## config.mk

```make
export PLATFORM = sky130hd
export DESIGN_NAME = instr_sequencer_flat
export DESIGN_NICKNAME = d
export VERILOG_FILES = /design/src/rtl/mkii_ctrl_pkg.sv /design/src/rtl/instr_sequencer_if.sv /design/src/rtl/instr_decode.sv /design/src/rtl/instr_sequencer.sv /design/src/flat_wrapper.sv
export SDC_FILE = /design/constraint.sdc
export NUM_CORES = 1
export LEC_CHECK = 0
export CAP_MARGIN = 20
export CORE_ASPECT_RATIO = 1.1
export CORE_UTILIZATION = 43
export DETAILED_ROUTE_END_ITERATION = 6
export PLACE_DENSITY = 0.79
export SLEW_MARGIN = 20
export SYNTH_ARGS = -nofsm -noshare
export SYNTH_HDL_FRONTEND = slang
export SYNTH_SLANG_ARGS = --single-unit
```

## constraint.sdc

```tcl
create_clock -name clk -period 1.6 [get_ports clk]
set_input_delay 0.24 -clock clk [delete_from_list [all_inputs] [get_ports clk]]
set_output_delay 0.24 -clock clk [all_outputs]
set_load 0.03 [all_outputs]
```

## src/rtl/mkii_ctrl_pkg.sv

```systemverilog
// Shared MkII control definitions: step encoding,
// opcodes, ALU selects and sequencer state.
package mkii_ctrl_pkg;

  localparam int REG_AW    = 5;
  localparam int ALU_SEL_W = 3;
  localparam int OP_W      = 4;

  typedef enum logic [5:0] {
    I_NONE  = 6'b000000,
    I_ONE   = 6'b000001,
    I_TWO   = 6'b000010,
    I_THREE = 6'b000100,
    I_FOUR  = 6'b001000,
    I_FIVE  = 6'b010000,
    I_SIX   = 6'b100000
  } INSTRUCTION_COUNT;

  typedef enum logic [OP_W-1:0] {
    OP_ADD  = 4'd0,
    OP_SUB  = 4'd1,
    OP_AND  = 4'd2,
    OP_OR   = 4'd3,
    OP_XOR  = 4'd4,
    OP_SLT  = 4'd5,
    OP_ADDI = 4'd8
  } OPCODE_T;

  localparam logic [ALU_SEL_W-1:0] ALU_NONE = 3'b000;
  localparam logic [ALU_SEL_W-1:0] ALU_ADD  = 3'b001;
  localparam logic [ALU_SEL_W-1:0] ALU_SUB  = 3'b010;
  localparam logic [ALU_SEL_W-1:0] ALU_AND  = 3'b011;
  localparam logic [ALU_SEL_W-1:0] ALU_OR   = 3'b100;
  localparam logic [ALU_SEL_W-1:0] ALU_XOR  = 3'b101;
  localparam logic [ALU_SEL_W-1:0] ALU_SLT  = 3'b110;

  typedef enum logic [2:0] {
    ST_IDLE,
    ST_S1,
    ST_S2,
    ST_S3,
    ST_S4,
    ST_ERR
  } state_t;

  typedef struct packed {
    logic                 legal;
    logic                 uses_imm;
    logic [ALU_SEL_W-1:0] alu_sel;
  } dec_t;

endpackage

```

## src/rtl/instr_sequencer_if.sv

```systemverilog
// Instruction issue handshake into the sequencer.
interface instr_sequencer_if;
  import mkii_ctrl_pkg::*;

  logic              instr_valid;
  logic              instr_ready;
  logic [OP_W-1:0]   op;
  logic [REG_AW-1:0] rd;
  logic [REG_AW-1:0] rs1;
  logic [REG_AW-1:0] rs2;

  modport master (
    output instr_valid, op, rd, rs1, rs2,
    input  instr_ready
  );

  modport slave (
    input  instr_valid, op, rd, rs1, rs2,
    output instr_ready
  );

endinterface

```

## src/rtl/instr_decode.sv

```systemverilog
// Combinational opcode decode: legality,
// immediate use and ALU select.
module instr_decode
  import mkii_ctrl_pkg::*;
(
  input  logic [OP_W-1:0] op_i,
  output dec_t            dec_o
);

  always_comb begin
    dec_o = '{legal: 1'b0, uses_imm: 1'b0,
              alu_sel: ALU_NONE};
    unique case (1'b1)
      (op_i == OP_ADD):  dec_o = '{1'b1, 1'b0, ALU_ADD};
      (op_i == OP_SUB):  dec_o = '{1'b1, 1'b0, ALU_SUB};
      (op_i == OP_AND):  dec_o = '{1'b1, 1'b0, ALU_AND};
      (op_i == OP_OR):   dec_o = '{1'b1, 1'b0, ALU_OR};
      (op_i == OP_XOR):  dec_o = '{1'b1, 1'b0, ALU_XOR};
      (op_i == OP_SLT):  dec_o = '{1'b1, 1'b0, ALU_SLT};
      (op_i == OP_ADDI): dec_o = '{1'b1, 1'b1, ALU_ADD};
      default: ;
    endcase
  end

endmodule

```

## src/rtl/instr_sequencer.sv

```systemverilog
// MkII execute-path micro-sequencer: four one-hot
// steps per instruction, always-driven enables.
module instr_sequencer
  import mkii_ctrl_pkg::*;
(
  input  logic                 clk,
  input  logic                 reset,
  input  logic                 hold,
  instr_sequencer_if.slave     bus,
  output logic [5:0]           function_ctr,
  output logic [REG_AW-1:0]    reg_index,
  output logic                 reg_r_en,
  output logic                 reg_w_en,
  output logic                 alu1_w_en,
  output logic                 alu2_w_en,
  output logic                 alu0_r_en,
  output logic                 imm_en,
  output logic [ALU_SEL_W-1:0] alu_function_sel,
  output logic                 done,
  output logic                 illegal
);

  state_t               state_q, state_d;
  logic [REG_AW-1:0]    rd_q, rd_d;
  logic [REG_AW-1:0]    rs1_q, rs1_d;
  logic [REG_AW-1:0]    rs2_q, rs2_d;
  logic                 imm_q, imm_d;
  logic [ALU_SEL_W-1:0] sel_q, sel_d;
  logic                 err_new_q, err_new_d;
  dec_t                 dec;
  logic                 accept;

  instr_decode u_dec (
    .op_i  (bus.op),
    .dec_o (dec)
  );

  assign bus.instr_ready = !hold &&
    (state_q == ST_IDLE || state_q == ST_S4 ||
     state_q == ST_ERR);
  assign accept = bus.instr_valid && bus.instr_ready;

  always_comb begin
    state_d   = state_q;
    rd_d      = rd_q;
    rs1_d     = rs1_q;
    rs2_d     = rs2_q;
    imm_d     = imm_q;
    sel_d     = sel_q;
    err_new_d = 1'b0;
    if (accept) begin
      rd_d      = bus.rd;
      rs1_d     = bus.rs1;
      rs2_d     = bus.rs2;
      imm_d     = dec.uses_imm;
      sel_d     = dec.alu_sel;
      err_new_d = !dec.legal;
      state_d   = dec.legal ? ST_S1 : ST_ERR;
    end else if (!hold) begin
      unique case (state_q)
        ST_S1:         state_d = ST_S2;
        ST_S2:         state_d = ST_S3;
        ST_S3:         state_d = ST_S4;
        ST_S4, ST_ERR: state_d = ST_IDLE;
        default:       state_d = ST_IDLE;
      endcase
    end
  end

  always_ff @(posedge clk) begin
    if (reset) begin
      state_q   <= ST_IDLE;
      rd_q      <= '0;
      rs1_q     <= '0;
      rs2_q     <= '0;
      imm_q     <= 1'b0;
      sel_q     <= '0;
      err_new_q <= 1'b0;
    end else begin
      state_q   <= state_d;
      rd_q      <= rd_d;
      rs1_q     <= rs1_d;
      rs2_q     <= rs2_d;
      imm_q     <= imm_d;
      sel_q     <= sel_d;
      err_new_q <= err_new_d;
    end
  end

  // Enables decode only registered state; done alone sees hold.
  always_comb begin
    function_ctr     = I_NONE;
    reg_index        = '0;
    reg_r_en         = 1'b0;
    reg_w_en         = 1'b0;
    alu1_w_en        = 1'b0;
    alu2_w_en        = 1'b0;
    alu0_r_en        = 1'b0;
    imm_en           = 1'b0;
    alu_function_sel = '0;
    done             = 1'b0;
    illegal          = 1'b0;
    unique case (state_q)
      ST_S1: begin
        function_ctr     = I_ONE;
        alu_function_sel = sel_q;
        reg_index        = rs1_q;
        reg_r_en         = 1'b1;
        alu1_w_en        = 1'b1;
      end
      ST_S2: begin
        function_ctr     = I_TWO;
        alu_function_sel = sel_q;
        alu2_w_en        = 1'b1;
        if (imm_q) begin
          imm_en = 1'b1;
        end else begin
          reg_index = rs2_q;
          reg_r_en  = 1'b1;
        end
      end
      ST_S3: begin
        function_ctr     = I_THREE;
        alu_function_sel = sel_q;
        reg_index        = rd_q;
        alu0_r_en        = 1'b1;
        reg_w_en         = |rd_q;
      end
      ST_S4: begin
        function_ctr     = I_FOUR;
        alu_function_sel = sel_q;
        done             = !hold;
      end
      ST_ERR:  illegal = err_new_q;
      default: ;
    endcase
  end

endmodule

```

## src/flat_wrapper.sv

```systemverilog
// flat-port wrapper written by rule: the top's interface ports become plain ports
module instr_sequencer_flat import mkii_ctrl_pkg::*;
  (clk, reset, hold, function_ctr, reg_index, reg_r_en, reg_w_en, alu1_w_en, alu2_w_en, alu0_r_en, imm_en, alu_function_sel, done, illegal, bus_instr_valid, bus_op, bus_rd, bus_rs1, bus_rs2, bus_instr_ready);
  instr_sequencer_if bus_i ();
  input  logic clk;
  input  logic reset;
  input  logic hold;
  output logic [5:0] function_ctr;
  output logic [REG_AW-1:0] reg_index;
  output logic reg_r_en;
  output logic reg_w_en;
  output logic alu1_w_en;
  output logic alu2_w_en;
  output logic alu0_r_en;
  output logic imm_en;
  output logic [ALU_SEL_W-1:0] alu_function_sel;
  output logic done;
  output logic illegal;
  input wire logic [$bits(bus_i.instr_valid)-1:0] bus_instr_valid;
  input wire logic [$bits(bus_i.op)-1:0] bus_op;
  input wire logic [$bits(bus_i.rd)-1:0] bus_rd;
  input wire logic [$bits(bus_i.rs1)-1:0] bus_rs1;
  input wire logic [$bits(bus_i.rs2)-1:0] bus_rs2;
  output wire logic [$bits(bus_i.instr_ready)-1:0] bus_instr_ready;
  assign bus_i.instr_valid = bus_instr_valid;
  assign bus_i.op = bus_op;
  assign bus_i.rd = bus_rd;
  assign bus_i.rs1 = bus_rs1;
  assign bus_i.rs2 = bus_rs2;
  assign bus_instr_ready = bus_i.instr_ready;
  instr_sequencer u_core (.clk(clk), .reset(reset), .hold(hold), .bus(bus_i), .function_ctr(function_ctr), .reg_index(reg_index), .reg_r_en(reg_r_en), .reg_w_en(reg_w_en), .alu1_w_en(alu1_w_en), .alu2_w_en(alu2_w_en), .alu0_r_en(alu0_r_en), .imm_en(imm_en), .alu_function_sel(alu_function_sel), .done(done), .illegal(illegal));
endmodule
```

# After elaboration in Yosys (flattened, before gate mapping)
# Index checks and enable logic that the tools add are counted.
# Widths: inputs -> output; s select.
# totals
ff_bits,23
latchBits,0
ramBits,0
rom_bits,0
output_inout_bits,23
wordCells,50
n_memories,0
# op_classes
n_addsub,0
n_mul,0
div,0
order_cmp,0
eq_ne,12
shifts,0
muxes,19
n_bitwise,1
reduce_logical,11
# ops
op,count
$pmux 5 s7,1
$pmux 4 s4,1
$pmux 5 s3,1
$mux 3,4
$mux 1,9
$pmux 3 s3,1
$eq 4x2->1 const B,2
$eq 4x3->1 const B,2
$eq 3x2->1 const B,2
$eq 3x3->1 const B,2
$mux 5,1
$reduce_or 5->1,1
$eq 4x1->1 const B,1
$eq 4x4->1 const B,1
$logic_not 4->1,1
$reduce_or 4->1,1
$eq 3x1->1 const B,1
$logic_not 3->1,1
$logic_and 1x1->1,2
$logic_not 1->1,2
$logic_or 1x1->1,2
$ne 2x1->1 const B,1
$pmux 1 s2,1
$reduce_or 2->1,1
$not 1->1,1

# Depth between registers and ports, before layout
# Gate-level depths: netlist (run 1).
# logic_depth
word_depth,7
depth_mapped,7
mapped_depth_nobuf,4

# By module
# Synthesis (run 1) repeated with hierarchy kept, for this count alone.
# hier_totals
hier_cells,149
area_unflattened_um2,1410.1
# modules_own_cells
mod,n_inst,cells_per_inst,area_each_um2,seq_area_each_um2
instr_sequencer,1,138,1331.3,460.4
instr_decode,1,11,78.8,0.0

# Worst setup path after synthesis (run 1)
# Ideal clock, no wire load.
# synth_path
kind,reg-to-output
start,reg u_core.state_q[2]
end,out reg_index[0]
t_arrival_ns,1.607
path_slack_ns,-0.247
path_stages_with_launch,6
path_cell_list,dfxtp_1 buf_6 nand2b_4 nor2_1 a222oi_1 inv_1
# synth_via
elab_chain_len,2
elab_cells_between_ends,4
cone_classes,eq/ne (3); mux (1)
# synth_rtl
item,line_no,rtl
start: declaration,instr_sequencer.sv:23,"state_t state_q, state_d;"
start signal: assignment,instr_sequencer.sv:80,state_q <= state_d;
$eq 3x2->1 / $eq 3x1->1 (equally long branches),instr_sequencer.sv:103,unique case (state_q)
$pmux 5 s3 (*),instr_sequencer.sv:103,
end: declaration,flat_wrapper.sv:9,output logic [REG_AW-1:0] reg_index;
# Every way passes the cells marked *; elsewhere a longest branch is shown, timed or not.

# Worst setup path after layout (run 1)
# layout_path
start,reg u_core.state_q[1]
end,out reg_index[3]
# The elaborated chain is that of the path after synthesis.

==> summary.txt, run 1 <==
Status -> finished with violations
Failing checks -> negative setup slack
Reg clk slew, reported paths -> 140 ps
CTS sink count -> 23
Yosys cell types -> 37
Initial antenna violation count -> 0
Input/output buffers -> 43
Root buf cell -> clkbuf_4
Post-synth top cells -> 38 x nand2_1, 23 x dfxtp_1, 15 x a21oi_1, 7 x nor2_1
Post-synthesis register bit count -> 23
Fillcell total -> 223
Critical path class -> flop to output port
Ports -> 46
Post-route ant nets -> 0
DR vias/cell -> 5.314
RSZ-0062 raised after global routing -> yes
Final Cell Area -> 1767 um2
Final Hold Vio Count -> 0
First-pass GRT wire length -> 4.850 mm
Std-Cell Rows -> 19
Post-synth top flop -> dfxtp_1
YS warnings -> 0
Max Cap Viol -> 0
Final net count -> 222
H-Tree Depth -> 1
Clock buffer depth -> 2
Detailed Place HPWL -> 2.270 mm
GRT Overall Usage -> 20.98%
Worst reg2reg path depth -> 7
Syn_area_per_cell -> 8.120 um2
Area leader, netlist -> dfxtp_1
Async S/R FF share, synth -> 0%
CP Max Fanout -> 6
Final Core Density -> 68.18%
Area growth from synthesis to layout -> 46.02%
Core area -> 2591 um2
Sequential fraction of the synthesis area -> 38.06%
Final wirelength -> 3.061 mm
CP max-delay cell -> a222oi_1
Final period util -> 118.6%
Ant diodes -> 0
Vert. Die Dim -> 57.64 um
Die W -> 52.58 um
Pre-antenna DRT Iters -> 5
Vias in the first global route -> 1,165
CTS Buf Count -> 3
Worst hold path stage count -> 3
Hold-fix buffers, CTS -> 0
Crit-path cells -> nor3b_4 > and2b_2 > a222oi_1 > inv_2 > buf_6
Number of flops mapped to enable cells by yosys -> 0
DP Area -> 1640 um2
Drc violations -> 0
Hold Crit Class -> input port to flop
Final Max Slew Viols -> 0
Via count -> 1,217
Syn Inst Count -> 149
Synthesized cell area -> 1210 um2
Cell Pwr Density -> 708.6 nW/um2
Synth area leaders -> dfxtp_1 38%, nand2_1 12%, a21oi_1 6.2%
Wire length per cell -> 13.37 um
CTS tree -> yes
Yosys top cell area share -> 38.06%
Initial DRC count -> 25
CP Capture Type -> output port
Share of cells above drive strength 1 -> 35.35%
Worst r2r src -> u_core.state_q[0]$_SDFFE_PP0P_
CP Launch Type -> flop
Max IR drop VDD -> 0.5894 mV
GP Congestion -> 0.8023
Final Worst Setup Slack -> -297.5 ps
P_leak -> 0.0007395 uW
Die Footprint -> 3030 um2
Setup Slack @ Placement -> -55.09 ps
Final Setup Violations -> 10
Startpoint of the worst hold path -> bus_rs2[2]
WP data arrival -> 1660 ps
Most frequent cell after synthesis -> nand2_1
Min Tclk post-route -> 1898 ps
Initial cell density of the core -> 46.69%
Setup Skew -> 13.95 ps
Global route overflow -> 0
Crit. Startpoint -> u_core.state_q[1]$_SDFFE_PP0P_
Worst path max stage delay -> 410 ps
Largest net degree at the start of global routing -> 24
Worst EP required -> 1360 ps
Maximum clock frequency -> 527.0 MHz
Worst-Skew Late Latency -> 310 ps
report_power, final:
part / switching [uW] / internal, uW / total [uW]
Sequential: 22.9 / 602 / 625
Clock: 176 / 93.2 / 270
Combinational: 186 / 172 / 358
Total: 385 / 867 / 1250
cells in the final DEF (no fill, tap or decap), types with 2 or more instances in the layout:
| master | instances |
|---|---|
| nor2_1 | 4 |
| and2_1 | 5 |
| a21oi_2 | 6 |
| conb_1 | 2 |
| nand2_1 | 38 |
| nor2_4 | 2 |
| o21ai_0 | 3 |
| dfxtp_4 | 2 |
| dfxtp_1 | 19 |
| a222oi_1 | 5 |
| nand2b_4 | 2 |
| nor4b_1 | 2 |
| inv_1 | 3 |
| dfxtp_2 | 2 |
| clkdlybuf4s50_1 | 22 |
| nor2_2 | 2 |
| clkbuf_4 | 3 |
| buf_6 | 11 |
| inv_2 | 3 |
| a21oi_1 | 15 |
| buf_4 | 24 |
cell families (layout without fill, tap and decap cells):
logic type             Yosys count  in the layout  share of synthesized area, %
AO/OA/AOI/OAI                   32             32                         18.41
flip-flops                      23             23                         38.06
other                            1              2                        0.3099
buffers and inverters           19             67                         10.24
AND/OR/NAND/NOR                 71             71                         30.51
multiplexers                     2              2                         1.758
XOR/XNOR                         1              1                        0.7240
metal layers:
metal  routed length [um]  track usage (%)
met5                    0                0
met4                   44            4.511
met3                  133            2.362
met2                 1632            39.24
met1                 1249            25.08
area by class of cell:
cell class / instances / area, um2 / area share (%)
clock buffer: 3 / 22.52 / 1.275
inverter: 6 / 22.52 / 1.275
clock inverter: 1 / 5.005 / 0.2833
timing repair buffer: 57 / 524.3 / 29.67
sequential: 23 / 470.5 / 26.63
tap: 31 / 38.79 / 2.195
multi-input combinational: 108 / 683.2 / 38.67
timing repair:
item	CTS	global route
gates resized for setup	14	14
setup buffers	1	0
setup endpoints to repair	14	15
pin swaps	1	4
gates cloned	0	0
stage by stage:
step,setup TNS [ps],total power (uW),std cells,hold WS [ps]
final,-1557,1252,229,460.2
after CTS,-1769,1234,229,459.2
after global routing,-2370,1309,229,464.1
after floorplan,-73.67,836.2,150,306.2
after global placement,0,953.9,224,437.9
after detailed placement,-331.8,965.8,224,446.3
critical path, delay by kind of cell (launching register included):
| kind | cells | cell delay, ps |
|---|---|---|
| buffers and inverters | 2 | 200 |
| AND/OR/NAND/NOR | 2 | 380 |
| flip-flops | 1 | 350 |
| AO/OA/AOI/OAI | 1 | 410 |
state kept, by name, summed over array words and instances, names as in the netlist:
name              cells
u_core.sel_q          3
u_core.err_new_q      1
u_core.rd_q           5
u_core.imm_q          1
u_core.rs1_q          5
u_core.state_q        3
u_core.rs2_q          5
final timing paths:
path	slack, ps	to
worst max register to register	150	u_core.rs2_q[0]$_SDFFE_PP0P_
worst min register to register	470	u_core.sel_q[1]$_SDFFE_PP0P_
worst min-delay path	460	u_core.rs2_q[2]$_SDFFE_PP0P_
worst max-delay path	-300	reg_index[3]
Note: power is estimated with default switching activity, not from simulation.
==> run 2: changes to the inputs <==
--- a/config.mk
+++ b/config.mk
@@ -8,8 +8,10 @@
 export CAP_MARGIN = 20
 export CORE_ASPECT_RATIO = 1.1
 export CORE_UTILIZATION = 43
+export CTS_CLUSTER_SIZE = 14
 export DETAILED_ROUTE_END_ITERATION = 6
-export PLACE_DENSITY = 0.79
+export PLACE_DENSITY = 0.77
+export SKIP_CTS_REPAIR_TIMING = 1
 export SLEW_MARGIN = 20
 export SYNTH_ARGS = -nofsm -noshare
 export SYNTH_HDL_FRONTEND = slang
==> run 2 against run 1 <==
- the flow still finishes with violations (negative setup slack)
- total power is 3.2% higher
- hold slack got worse by 9.1 ps
- global-route usage down 0.70 points
- non-clock buffer count grew 6
- sequential cell count is the same
- largest power group unchanged
==> summary.txt, run 2 (synthesized netlist as in run 1, its figures left out) <==
CP max-delay cell -> a222oi_1
Wire length per cell -> 13.64 um
RSZ-0062 raised after global routing -> yes
Failing checks -> negative setup slack
Final Setup Violations -> 13
Detailed Place HPWL -> 2.127 mm
Die W -> 52.58 um
H-Tree Depth -> 1
Share of cells above drive strength 1 -> 39.71%
Reg clk slew, reported paths -> 130 ps
Global route overflow -> 0
Crit-path cells -> buf_4 > buf_8 > and2_4 > a222oi_1 > inv_2 > buf_6
Core area -> 2591 um2
CP Capture Type -> output port
Final Worst Setup Slack -> -291.0 ps
Root buf cell -> clkbuf_4
Initial antenna violation count -> 0
Min Tclk post-route -> 1891 ps
Ant diodes -> 0
Most frequent cells in the layout -> 38 x nand2_1, 22 x clkdlybuf4s50_1, 21 x buf_4
Max Cap Viol -> 0
P_leak -> 0.0007825 uW
Max IR drop VDD -> 0.6081 mV
Fin Setup TNS -> -2150 ps
Die Footprint -> 3030 um2
Final hold slack -> 451.1 ps
Met3 WL -> 134 um
Initial cell density of the core -> 46.69%
Ports -> 46
DR vias/cell -> 5.323
Via count -> 1,251
CP Max Fanout -> 7
Hold Crit Class -> input port to flop
CTS Buf Count -> 3
Setup Skew -> 6.051 ps
Worst-Skew Late Latency -> 310 ps
CP Launch Type -> flop
Area growth from synthesis to layout -> 56.05%
GP Congestion -> 0.7871
Status -> finished with violations
Final period util -> 118.2%
Critical path class -> flop to output port
Max layer used -> met4
Vias in the first global route -> 1,079
Setup Slack @ Placement -> -6.726 ps
Final Max Slew Viols -> 0
Multi-input logic area -> 709.4 um2
Largest net degree at the start of global routing -> 24
Input/output buffers -> 43
Top Registers -> u_core.rd_q (5), u_core.rs1_q (5), u_core.rs2_q (5)
Post-route ant nets -> 0
Pre-antenna DRT Iters -> 4
WP data arrival -> 1650 ps
Std-Cell Rows -> 19
Maximum clock frequency -> 528.8 MHz
Worst EP required -> 1360 ps
CTS sink count -> 23
Final Core Density -> 72.86%
Clock buffer depth -> 2
First-pass GRT wire length -> 4.581 mm
Commonest non-fill, non-tap cell in the layout -> nand2_1
Worst path max stage delay -> 380 ps
Fillcell total -> 193
Met1 WL -> 1.237 mm
GRT Overall Usage -> 20.28%
Drc violations -> 0
Register area -> 470.5 um2
Final net count -> 228
CTS tree -> yes
Initial DRC count -> 35
Final Hold Vio Count -> 0
Vert. Die Dim -> 57.64 um
Final wirelength -> 3.205 mm
Cell Pwr Density -> 684.2 nW/um2
Met2 wire len -> 1.805 mm
Total Power -> 1292 uW
[run 2: report_power, final]
group | switching (uW) | internal [uW] | leakage, uW
clock | 178 | 93.5 | 0.0000177
combinational | 196 | 200 | 0.000575
sequential | 23.0 | 602 | 0.000190
total | 397 | 895 | 0.000783
[run 2: per-layer routing]
layer  up-vias  global-route usage [%]
met5         -                       0
met3         4                   3.150
met2        49                   34.90
li1        612                       -
met1       586                   24.26
met4         0                   9.398
[run 2: through the flow]
step,instances,area (um2)
after floorplan,150,1227
after global placement,224,1653
after detailed placement,224,1653
after CTS,228,1680
after global routing,235,1888
final,235,1888
[run 2: path summary, 6_finish.rpt]
path | from | endpoint | slack (ps) | depth (start not counted)
max | u_core.state_q[1]$_SDFFE_PP0P_ | reg_index[3] | -290 | 6
min | bus_rd[0] | u_core.rd_q[0]$_SDFFE_PP0P_ | 450 | 3
max reg2reg | u_core.state_q[1]$_SDFFE_PP0P_ | u_core.sel_q[1]$_SDFFE_PP0P_ | 40 | 9
min reg2reg | u_core.sel_q[0]$_SDFFE_PP0P_ | u_core.sel_q[0]$_SDFFE_PP0P_ | 470 | 2
[run 2: cell type report]
type	instances	area share [%]
flip-flops and latches	23	24.92
well taps	31	2.054
clock buffers	3	1.193
clock inverters	1	0.2651
repair buffers	63	32.80
inverters	6	1.193
multi-input cells	108	37.57
[run 2: critical path, delay by kind of cell (launching register included)]
kind / cells / cell delay [ps]
flops: 1 / 340
simple gates: 1 / 160
buf+inv: 4 / 460
compound gates: 1 / 380
==> run 3: changes to the inputs <==
--- a/config.mk
+++ b/config.mk
@@ -6,11 +6,15 @@
 export NUM_CORES = 1
 export LEC_CHECK = 0
 export CAP_MARGIN = 20
+export CELL_PAD_IN_SITES_DETAIL_PLACEMENT = 0
+export CELL_PAD_IN_SITES_GLOBAL_PLACEMENT = 2
 export CORE_ASPECT_RATIO = 1.1
-export CORE_UTILIZATION = 43
+export CORE_UTILIZATION = 24
 export CTS_CLUSTER_SIZE = 14
 export DETAILED_ROUTE_END_ITERATION = 6
+export GPL_TIMING_DRIVEN = 0
 export PLACE_DENSITY = 0.77
+export REMOVE_ABC_BUFFERS = 1
 export SKIP_CTS_REPAIR_TIMING = 1
 export SLEW_MARGIN = 20
 export SYNTH_ARGS = -nofsm -noshare
==> run 3 against run 2 <==
- the flow still finishes with violations (negative setup slack)
- clock power is 29% higher
- count of clock-buffer cells in the layout is 1 higher
- hold slack better by 2.0 ps
- routed wire length is 4.2% lower
- sequential share of layout area is 2.3 points higher
- sequential cell count stayed put
- via count is 10% lower
- sequential power is 0.6% higher
- combinational power is 20% lower
- largest cell class unchanged
==> summary.txt, run 3 (synthesized netlist as in run 1, its figures left out) <==
P_leak -> 0.0008150 uW
Maximum clock frequency -> 539.0 MHz
Startpoint of the worst hold path -> hold
Top Registers -> u_core.rd_q (5), u_core.rs1_q (5), u_core.rs2_q (5)
Die W -> 69.70 um
Critical path class -> flop to output port
GRT Overall Usage -> 11.12%
Drc violations -> 0
Switching share of total power -> 28.42%
Max IR drop VDD -> 0.2837 mV
Total Power -> 1294 uW
Initial DRC count -> 38
Status -> finished with violations
Setup Skew -> 3.272 ps
Final Worst Setup Slack -> -255.3 ps
Slew HR -> 34.18%
Die Footprint -> 5329 um2
Area growth from synthesis to layout -> 43.33%
Post-route ant nets -> 0
Final Cell Area -> 1734 um2
Ant diodes -> 0
Largest net degree at the start of global routing -> 24
RSZ-0062 raised after global routing -> yes
Worst EP required -> 1360 ps
Register area -> 471.7 um2
Clock buffer depth -> 2
GP Congestion -> 0.7396
R2r endpoint -> u_core.sel_q[0]$_SDFFE_PP0P_
Initial antenna violation count -> 0
Final Setup Violations -> 8
Final Max Slew Viols -> 0
Worst setup path end -> reg_index[2]
Worst r2r src -> u_core.state_q[1]$_SDFFE_PP0P_
Worst-Skew Late Latency -> 260 ps
Input/output buffers -> 43
Worst reg2reg path depth -> 5
Vias in the first global route -> 1,081
Most frequent cells in the layout -> 38 x nand2_1, 21 x clkdlybuf4s50_1, 20 x dfxtp_1
Fin Setup TNS -> -1445 ps
CP Capture Type -> output port
Via count -> 1,121
Hold Crit Class -> input port to flop
Fillcell total -> 522
CTS Buf Count -> 3
Wire length per cell -> 12.53 um
Final Hold Vio Count -> 0
Detailed Place HPWL -> 2.132 mm
Slew @ Worst Pin -> 984.2 ps
DR vias/cell -> 4.576
Ports -> 46
Initial cell density of the core -> 25.47%
Final Core Density -> 36.51%
CP Max Fanout -> 6
Std-Cell Rows -> 26
Combinational share of power -> 24.3%
Final wirelength -> 3.071 mm
WP data arrival -> 1620 ps
Dpl cells -> 236
Commonest non-fill, non-tap cell in the layout -> nand2_1
H-Tree Depth -> 1
Finished Layout Cells -> 245
Min Tclk post-route -> 1855 ps
CP Launch Type -> flop
Sequential Power Share -> 48.6%
Multi-input logic area -> 660.6 um2
Psw -> 367.6 uW
Cell Pwr Density -> 746.0 nW/um2
Global route overflow -> 0
CTS sink count -> 23
Failing checks -> negative setup slack
CTS tree -> yes
Share of cells above drive strength 1 -> 22.75%
Pre-antenna DRT Iters -> 4
R2R setup slack -> 90 ps
Vert. Die Dim -> 76.47 um
DP Area -> 1613 um2
Crit. Startpoint -> u_core.state_q[1]$_SDFFE_PP0P_
Max Cap Viol -> 0
Final period util -> 116.0%
First-pass GRT wire length -> 4.878 mm
Clock power frac -> 27.1%
Core area -> 4750 um2
Final net count -> 213
Internal power -> 926.1 uW
Root buf cell -> clkbuf_8
Reg clk slew, reported paths -> 80 ps
run 3: power by group through the flow:
stage	Combinational (uW)	Clock, uW	Sequential [uW]
3_3_place_gp	289	0	643
6_report	315	350	629
3_5_place_dp	293	0	644
2_1_floorplan	157	0	636
5_1_grt	342	385	634
4_1_cts	294	368	631
run 3: worst max-delay path, cell delays in order, from the launching register on:
cell and delay [ps]:
dfxtp_4 370, nor3b_4 160, and2b_2 250, a222oi_1 320
inv_1 110, buf_6 150
run 3: metal layers:
layer,track usage [%],wire (um),vias up
met3,1.587,118,2
met4,4.200,27,0
met2,19.32,1562,25
li1,-,-,579
met5,0,0,-
met1,13.79,1363,515
run 3: stage by stage:
stage	hold slack (ps)	setup slack [ps]
2_1_floorplan	302.4	-324.0
3_3_place_gp	444.1	-767.6
3_5_place_dp	451.0	-762.2
4_1_cts	462.2	-1064
5_1_grt	469.2	-389.3
6_report	453.1	-255.3
run 3: how the worst min path moves through the flow:
stage                                     end  slack (ps)  cells after the start
2_1_floorplan    u_core.rs1_q[3]$_SDFFE_PP0P_         300                      1
3_3_place_gp     u_core.rs1_q[4]$_SDFFE_PP0P_         440                      2
4_1_cts          u_core.sel_q[0]$_SDFFE_PP0P_         460                      2
3_5_place_dp     u_core.sel_q[0]$_SDFFE_PP0P_         450                      2
6_report       u_core.state_q[2]$_SDFFE_PP0P_         450                      2
5_1_grt        u_core.state_q[2]$_SDFFE_PP0P_         470                      2
run 3: cell type report:
type / count / share of cell area (%)
Multi-Input combinational cell: 108 / 38.10
Clock buffer: 4 / 2.597
Timing Repair Buffer: 48 / 26.77
Inverter: 6 / 1.299
Tap cell: 56 / 4.040
Sequential cell: 23 / 27.20
